===== config.mk =====
export PLATFORM = sky130hd
export DESIGN_NAME = muldiv_unit
export DESIGN_NICKNAME = d
export VERILOG_FILES = /design/src/rtl/muldiv_pkg.sv /design/src/rtl/muldiv_step.sv /design/src/rtl/muldiv_unit.sv
export SDC_FILE = /design/constraint.sdc
export NUM_CORES = 1
export LEC_CHECK = 0
export ABC_AREA = 1
export CAP_MARGIN = 25
export CORE_AREA = 5 5 218 220
export DETAILED_ROUTE_END_ITERATION = 8
export DIE_AREA = 0 0 223 225
export GPL_TIMING_DRIVEN = 0
export PLACE_DENSITY_LB_ADDON = 0.12
export RECOVER_POWER = 100
export SETUP_SLACK_MARGIN = 0.5
export SLEW_MARGIN = 15
export SYNTH_ARGS = -nofsm -noshare
export SYNTH_HDL_FRONTEND = slang
export SYNTH_HIERARCHICAL = 1
export SYNTH_SLANG_ARGS = --single-unit

===== constraint.sdc =====
create_clock -name clk -period 3.9 [get_ports clk]
set_input_delay 0.78 -clock clk [delete_from_list [all_inputs] [get_ports clk]]
set_output_delay 0.78 -clock clk [all_outputs]
set_load 0.05 [all_outputs]

===== src/rtl/muldiv_pkg.sv =====
// Shared constants for the iterative RV32M multiply/divide unit: op-bit indices,
// FSM state encodings and the iteration-counter width helper.
package muldiv_pkg;

    // Bit positions inside i_MulDivControl_8, MSB to LSB.
    localparam int unsigned OP_MUL    = 7;
    localparam int unsigned OP_MULH   = 6;
    localparam int unsigned OP_MULHSU = 5;
    localparam int unsigned OP_MULHU  = 4;
    localparam int unsigned OP_DIV    = 3;
    localparam int unsigned OP_DIVU   = 2;
    localparam int unsigned OP_REM    = 1;
    localparam int unsigned OP_REMU   = 0;

    typedef logic [1:0] state_t;

    localparam state_t IDLE = 2'd0;
    localparam state_t CALC = 2'd1;
    localparam state_t FIX  = 2'd2;
    localparam state_t DONE = 2'd3;

    // Wide enough to hold the value XLEN itself.
    function automatic int unsigned cnt_width(input int unsigned xlen);
        return $clog2(xlen) + 1;
    endfunction

endpackage


===== src/rtl/muldiv_step.sv =====
// One radix-2 iteration: shift-add multiply or restoring divide, sharing a single
// XLEN+1 bit adder.
module muldiv_step
    import muldiv_pkg::*;
#(
    parameter int unsigned XLEN = 32
) (
    input  logic            is_div,
    input  logic [XLEN-1:0] acc,
    input  logic [XLEN-1:0] shf,
    input  logic [XLEN-1:0] opnd,
    output logic [XLEN-1:0] acc_next,
    output logic [XLEN-1:0] shf_next
);

    logic [XLEN:0] add_a;
    logic [XLEN:0] add_b;
    logic [XLEN:0] add_cin;
    logic [XLEN:0] sum;
    logic [XLEN:0] part;
    logic          nonneg;

    always_comb begin
        add_a   = is_div ? {acc, shf[XLEN-1]} : {1'b0, acc};
        // Divide subtracts: a + ~{0,d} + 1.
        add_b   = is_div ? {1'b1, ~opnd} : {1'b0, opnd};
        add_cin = {{XLEN{1'b0}}, is_div};
        sum     = add_a + add_b + add_cin;
    end

    always_comb begin
        nonneg   = ~sum[XLEN];
        part     = shf[0] ? sum : add_a;
        acc_next = '0;
        shf_next = '0;
        if (is_div) begin
            // Partial remainder is always below the divisor, so the top bit is a true sign.
            acc_next = nonneg ? sum[XLEN-1:0] : add_a[XLEN-1:0];
            shf_next = {shf[XLEN-2:0], nonneg};
        end else begin
            acc_next = part[XLEN:1];
            shf_next = {part[0], shf[XLEN-1:1]};
        end
    end

endmodule


===== src/rtl/muldiv_unit.sv =====
// Iterative RV32M multiply/divide unit with valid/ready handshakes on both sides.
// Operands run as magnitudes through CALC; FIX restores the sign and picks the half.
module muldiv_unit
    import muldiv_pkg::*;
#(
    parameter int unsigned XLEN = 32
) (
    input  logic            clk,
    input  logic            rst,
    input  logic [7:0]      i_MulDivControl_8,
    input  logic [XLEN-1:0] i_Operand1,
    input  logic [XLEN-1:0] i_Operand2,
    input  logic            i_Valid,
    output logic            o_Ready,
    input  logic            i_Flush,
    output logic [XLEN-1:0] o_Result,
    output logic            o_Valid,
    input  logic            i_Ready
);

    localparam int unsigned CW = cnt_width(XLEN);
    localparam logic [XLEN-1:0] MIN_NEG = {1'b1, {(XLEN-1){1'b0}}};

    state_t          state_q;
    logic [CW-1:0]   cnt_q;
    logic [7:0]      op_q;
    logic            s1_q;
    logic            s2_q;
    logic [XLEN-1:0] acc_q;
    logic [XLEN-1:0] shf_q;
    logic [XLEN-1:0] mag_q;
    logic [XLEN-1:0] result_q;
    logic            valid_q;

    logic [XLEN-1:0] acc_nx;
    logic [XLEN-1:0] shf_nx;

    // Request decode
    logic [7:0]      ctl;
    logic            op1_signed;
    logic            op2_signed;
    logic            a_neg;
    logic            b_neg;
    logic [XLEN-1:0] a_mag;
    logic [XLEN-1:0] b_mag;
    logic            req_div;
    logic            div_zero;
    logic            div_ovf;
    logic            fast;
    logic [XLEN-1:0] fast_res;

    always_comb begin
        ctl        = i_MulDivControl_8;
        op1_signed = ctl[OP_MULH] | ctl[OP_MULHSU] | ctl[OP_DIV] | ctl[OP_REM];
        op2_signed = ctl[OP_MULH] | ctl[OP_DIV] | ctl[OP_REM];
        a_neg      = op1_signed & i_Operand1[XLEN-1];
        b_neg      = op2_signed & i_Operand2[XLEN-1];
        a_mag      = a_neg ? -i_Operand1 : i_Operand1;
        b_mag      = b_neg ? -i_Operand2 : i_Operand2;
        req_div    = |ctl[OP_DIV:OP_REMU];
        div_zero   = (i_Operand2 == '0);
        div_ovf    = (ctl[OP_DIV] | ctl[OP_REM]) && (i_Operand1 == MIN_NEG) &&
                     (i_Operand2 == '1);
        fast       = (ctl == 8'd0) || (req_div && (div_zero || div_ovf));
        fast_res   = '0;
        if (ctl == 8'd0) begin
            fast_res = '0;
        end else if (div_zero) begin
            fast_res = (ctl[OP_DIV] | ctl[OP_DIVU]) ? '1 : i_Operand1;
        end else if (div_ovf) begin
            fast_res = ctl[OP_DIV] ? i_Operand1 : '0;
        end
    end

    muldiv_step #(
        .XLEN (XLEN)
    ) u_step (
        .is_div   (|op_q[OP_DIV:OP_REMU]),
        .acc      (acc_q),
        .shf      (shf_q),
        .opnd     (mag_q),
        .acc_next (acc_nx),
        .shf_next (shf_nx)
    );

    // Sign fix-up and result selection
    logic [2*XLEN-1:0] prod;
    logic [2*XLEN-1:0] prod_fix;
    logic [XLEN-1:0]   quo_fix;
    logic [XLEN-1:0]   rem_fix;
    logic [XLEN-1:0]   fix_res;

    always_comb begin
        prod     = {acc_q, shf_q};
        prod_fix = (s1_q ^ s2_q) ? -prod : prod;
        quo_fix  = (s1_q ^ s2_q) ? -shf_q : shf_q;
        rem_fix  = s1_q ? -acc_q : acc_q;
        if (op_q[OP_MUL]) begin
            fix_res = prod_fix[XLEN-1:0];
        end else if (op_q[OP_MULH] | op_q[OP_MULHSU] | op_q[OP_MULHU]) begin
            fix_res = prod_fix[2*XLEN-1:XLEN];
        end else if (op_q[OP_DIV] | op_q[OP_DIVU]) begin
            fix_res = quo_fix;
        end else begin
            fix_res = rem_fix;
        end
    end

    always_ff @(posedge clk) begin
        if (rst) begin
            state_q  <= IDLE;
            cnt_q    <= '0;
            op_q     <= '0;
            s1_q     <= 1'b0;
            s2_q     <= 1'b0;
            acc_q    <= '0;
            shf_q    <= '0;
            mag_q    <= '0;
            result_q <= '0;
            valid_q  <= 1'b0;
        end else if (i_Flush) begin
            state_q <= IDLE;
            valid_q <= 1'b0;
        end else begin
            case (state_q)
                IDLE: begin
                    if (i_Valid) begin
                        op_q <= ctl;
                        s1_q <= a_neg;
                        s2_q <= b_neg;
                        if (fast) begin
                            result_q <= fast_res;
                            valid_q  <= 1'b1;
                            state_q  <= DONE;
                        end else begin
                            acc_q   <= '0;
                            cnt_q   <= CW'(XLEN);
                            state_q <= CALC;
                            // Divide shifts the dividend out; multiply shifts the multiplier.
                            if (req_div) begin
                                shf_q <= a_mag;
                                mag_q <= b_mag;
                            end else begin
                                shf_q <= b_mag;
                                mag_q <= a_mag;
                            end
                        end
                    end
                end
                CALC: begin
                    acc_q <= acc_nx;
                    shf_q <= shf_nx;
                    cnt_q <= cnt_q - CW'(1);
                    if (cnt_q == CW'(1)) begin
                        state_q <= FIX;
                    end
                end
                FIX: begin
                    result_q <= fix_res;
                    valid_q  <= 1'b1;
                    state_q  <= DONE;
                end
                DONE: begin
                    if (i_Ready) begin
                        valid_q <= 1'b0;
                        state_q <= IDLE;
                    end
                end
                default: state_q <= IDLE;
            endcase
        end
    end

    assign o_Ready  = (state_q == IDLE) && !rst;
    assign o_Result = result_q;
    assign o_Valid  = valid_q;

    a_ctl_onehot: assert property (@(posedge clk) disable iff (rst)
        (i_Valid && o_Ready) |-> $onehot0(i_MulDivControl_8));

endmodule


* Word level (Yosys, flattened, before mapping) *
Cells that the tools add are included.

storage, ports and cells
  output and inout port bits = 34
  logic and storage cells = 110
  register bits after elaboration = 147
  input bits = 77

cells by class
  equality and inequality tests = 11
  reductions and logical operators = 22
  add/sub/neg operators = 8
  bitwise logic cells = 17
  multiplexer cells = 42

operator list
  kind                    count
  $mux W32                23
  $pmux W32 S2            3
  $neg A32 Y32            4
  $mux W33                3
  $eq A32 B32 Y1 const B  2
  $mux W64                1
  $neg A64 Y64            1
  $add A33 B1 Y33         1
  $add A33 B33 Y33        1
  $logic_not A32 Y1       1
  $not A32 Y32            1
  $reduce_and A4 Y1       4
  $mux W6                 2
  $pmux W6 S2             1
  $ne A2 B2 Y1 const B    5
  $or A1 B1 Y1            10
  $logic_not A8 Y1        1
  $mux W2                 4
  $pmux W2 S4             1
  $reduce_or A4 Y1        2
  $eq A6 B1 Y1 const B    1
  $reduce_and A3 Y1       2
  $sub A6 B1 Y6 const B   1
  $eq A2 B2 Y1 const B    2
  other kinds (13)        23

* Logic depth before layout (Yosys ltp) *
  word-level depth = 9
  depth in mapped cells = 29

* By module *
Netlist, hierarchy kept.

by module, submodules not included
  module       area each (sq um)  cells each  instances
  muldiv_unit  13,601.8           2,530       1
  muldiv_step  4,346.7            886         1

* Worst setup path before layout *
No wires, ideal clock.

  path kind = flip-flop to flip-flop
  start = register op_q[2]
  end = register acc_q[4]
  buffers on the path = 8
  library setup time = 0.070 ns
  path slack = -0.031 ns
  cell stages (with the launch flop) = 28
  arrival time = 3.861 ns
  cells stage by stage = dfxtp_1 nor2_1 clkbuf_1 clkbuf_1 nand2_1 buf_2 inv_2 clkbuf_1 clkbuf_1 clkbuf_1 nand2_1 nand2_1 ha_1 nand2_1 nand2_1 a21oi_1 nand2_1 a21oi_2 nand2_2 nand2_1 nand2_2 buf_6 buf_6 nand2_1 o211ai_2 nand2_1 nand4_1 a21oi_1

between the ends
  word-level cells in the longest chain between the ends = 7
  elaborated cells on any way between the ends = 9
  classes of those cells = add/sub: 2; mux: 6; reduce/logical: 1

RTL lines
  what                                         line                                  RTL
  start, declared                              muldiv_unit.sv:26                     logic [7:0] op_q;
  start signal, assigned                       muldiv_unit.sv:128                    op_q <= ctl;
  $reduce_or A4 Y1 (*)                         muldiv_unit.sv:78                     .is_div (|op_q[OP_DIV:OP_REMU]),
  $mux W33 (on tied branches)                  muldiv_step.sv:24, muldiv_step.sv:26
  $add A33 B33 Y33                             muldiv_step.sv:28                     sum = add_a + add_b + add_cin;
  $add A33 B1 Y33                              muldiv_step.sv:28
  $mux W33 / $mux W32 (equally long branches)  muldiv_step.sv:33, muldiv_step.sv:38
  $mux W32 (*)                                 muldiv_step.sv:36                     if (is_div) begin
  via acc_nx[4]                                muldiv_unit.sv:35                     logic [XLEN-1:0] acc_nx;
  $pmux W32 S2 (*)                             muldiv_unit.sv:125                    case (state_q)
  end signal, assigned                         muldiv_unit.sv:151                    acc_q <= acc_nx;
  end, declared                                muldiv_unit.sv:29                     logic [XLEN-1:0] acc_q;

Mark *: on every way through the listed nets, which the timed path passes. The rest lies on a longest branch.
A chain may end at the register's enable or synchronous reset.

* Worst setup path after layout *
  start = register op_q[2]
  end = register acc_q[31]

Same word-level chain as after synthesis.

==> metrics.cfg <==
[sta]
relSlewSlack_pct = 5.196
period_needed_ns = 3.806
rsz0062_at_grt = true
fmax_mhz = 262.8
hold_viol_final = 0
final_max_slew_viol_count = 0
timing.hold.ws_ns = 0.4663
setup_viol = 0
fin_crit_sh_pct = 97.58
worst_pin_slew_ns = 1.411
fin_skew_ns = 0.01486

[pwr]
cellPowerDensity_nw_per_um2 = 332.5
p_leak_nw = 11.06
ir_drop_mv = 0.2784

[synthesis]
synth_top_area_share_pct = 23.53
synth_ff_type = dfxtp_1
synth_cell_types = 47
synth_seq_cells = 147
synth_area_leader_cell = nand2_1
avgSynthCellArea_um2 = 5.254
synthArstFlopShare_pct = 0
ys_warn_count = 6
netlist_area_um2 = 17950
synth.area.top_cells = nand2_1 24%, dfxtp_1 16%, nand3_1 10%, nor2_1 9.9%, inv_1 7.5%
synth.net_count = 3536
synth_edf_count = 0
ys_seq_area_share_pct = 16.40
syn_inst = 3416

[cts]
insertion_delay_ns = 0.46
clock_path_buffers = 2
numCtsBuffers = 17
postCtsHoldBufs = 0
h-tree-depth = 4
clk_pin_slew_ns = 0.07
cts_sinks = 147
root_buffer = clkbuf_16
cts_tree = built

[routing]
drcViolationCount = 18
via_count = 24930
drtIter0Drc = 3395
ant_nets = 0
drt-total-wl_mm = 98.13
firstDrtPassIters = 9
post_drt_wl_per_cell_um = 23.07
vias_per_cell = 5.862

[critical_path]
critPathKind = register to register
arrival_ns = 4.19
worst_path_most_repeated_cell = nand2_2
cpMaxStageDelayCell = dfxtp_2
rrSetupSlack_ns = 0.09
end_kind = register
r2r-start = op_q[2]
crit_required_ns = 4.28
cpLargestDelayFamily = simple AND/OR/NAND/NOR gates
critPathBufInv = 8
critPathMaxStageDelay_ns = 0.34
worstSetupStartpointType = register
rr_endpoint = acc_q[31]
crit_path_max_fanout = 10
reg2regPathDepth = 26

[min_path]
hold_path_class = register to register
min_path_cells = 2
hp-start = o_Valid
worstHoldEndpoint = o_Valid

[floorplan]
die_w_um = 223
io_pins = 111
rows = 78
dieArea_um2 = 50180
dieHeight_um = 225
start_util_pct = 39.81
core_area_um2 = 45090

[outcome]
outcome = finished, violations left
failed_checks = DRC

[global_route]
grt_pass1_wl_mm = 141.3
antenna_found_initial = 3
grt_max_degree = 17
grt_pass1_vias = 22778
overflow = 0
track_usage_pct = 36.83

[layout]
fin_nets = 3759
finalNonFillerCells = 4253
drive_above_1_share_pct = 12.92
area_delta_synth_final_pct = 28.71

[place]
hpwl_mm = 77.90
place_inst = 4126
io_buffers = 110
gp_congestion = 1.117

[run]
cap_violations = 0

-- layout by cell type, fill, tap and decap left out, drive strengths merged, types with 6 or more instances in the layout --
master,n
clkinv,7
nor2,483
or2,14
clkbuf,106
a211oi,6
inv,380
buf,155
o21ai,217
nand2,1144
nand3b,12
nor3,29
dlygate4sd3,33
o211ai,34
a22oi,6
a21oi,182
clkdlybuf4s50,76
dfxtp,147
nand3,380
xor2,75
ha,42
nand4,78
xnor2,11
-- how the worst max path moves through the flow --
stage	start	to	slack, ns	cells past startpoint
6_report	op_q[2]	acc_q[31]	0.09	26
5_1_grt	op_q[2]	acc_q[31]	-0.02	29
4_1_cts	op_q[3]	shf_q[0]	0.25	23
3_5_place_dp	op_q[2]	shf_q[0]	-1.15	24
3_3_place_gp	op_q[2]	shf_q[0]	-1.11	24
2_1_floorplan	op_q[2]	acc_q[4]	0.53	26
-- cell usage after synthesis (all sizes together), types with 2 or more instances --
master  instances
o21bai          4
nand2        1144
xnor2          11
nor4            2
nand3         380
o21a            5
dfxtp         147
a21o            5
nand3b         12
nor2          483
mux2i           2
inv           373
nand4          78
a21oi         182
a31oi           2
a211oi          6
or2            14
o21ai         217
buf            70
o31ai           4
o211ai         34
clkinv          2
xor2           75
ha             42
nor3           29
a22oi           6
and2            4
clkbuf         79
-- registers in the layout, summed over array words and instances, names as in the netlist --
register / count
s2_q: 1
o_Valid: 1
op_q: 8
o_Result: 32
s1_q: 1
acc_q: 32
mag_q: 32
cnt_q: 6
shf_q: 32
state_q: 2
-- power breakdown --
part	internal, mW	switching, mW	leakage, nW	total, mW
registers	1.59	0.129	1.20	1.72
logic	1.47	2.76	9.55	4.22
clock network	0.991	0.753	0.308	1.74
total	4.04	3.64	11.1	7.68
-- cells by family after synthesis --
kind of cell / synth area share [%]
flip-flops: 16.40
adder cells (fa/ha/maj): 3.039
multiplexers: 0.1115
AND/OR/NAND/NOR: 50.21
buffers and inverters: 11.81
XOR/XNOR: 4.197
AO/OA/AOI/OAI: 14.24
-- per-stage QoR --
step,setup TNS [ns],worst slack (ns),area [um2],util [%],total power [mW]
global route,-0.02268,-0.02268,23100,51.23,7.981
CTS,0,0.2460,22510,49.92,7.298
global placement,-30.99,-1.108,19830,43.99,4.841
detailed placement,-32.35,-1.148,19840,44.00,4.863
floorplan,0,0.5270,17980,-,3.685
finish,0,0.09434,23100,51.23,7.681
-- layer usage --
metal,wire length [um],GRT usage [%]
met1,38720,47.19
met4,6239,18.97
met2,42960,58.59
met3,10180,7.763
met5,41,0
-- area by class of cell --
class | count | area [um2]
fill | 4765 | 21990
multi-input combinational | 2745 | 14380
sequential | 147 | 2945
timing repair buffer | 204 | 2016
inverter | 375 | 1420
buffer | 149 | 968.4
tap | 600 | 750.7
clock buffer | 18 | 439.2
clock inverter | 14 | 183.9
antenna | 1 | 2.502
-- what timing repair did --
action	in CTS	in global routing
buffers inserted	59	25
endpoints found under the hold margin	0	0
endpoints found under the setup margin	34	42
pin swaps	97	86
cloned	9	1
resized for setup	297	128
-- tightest hold or removal path, stage by stage (launching register included) --
cell     delay (ns)
dfxtp_1        0.31
nand2_1        0.06
a21oi_1        0.05
(Power assumes the default switching activity.)
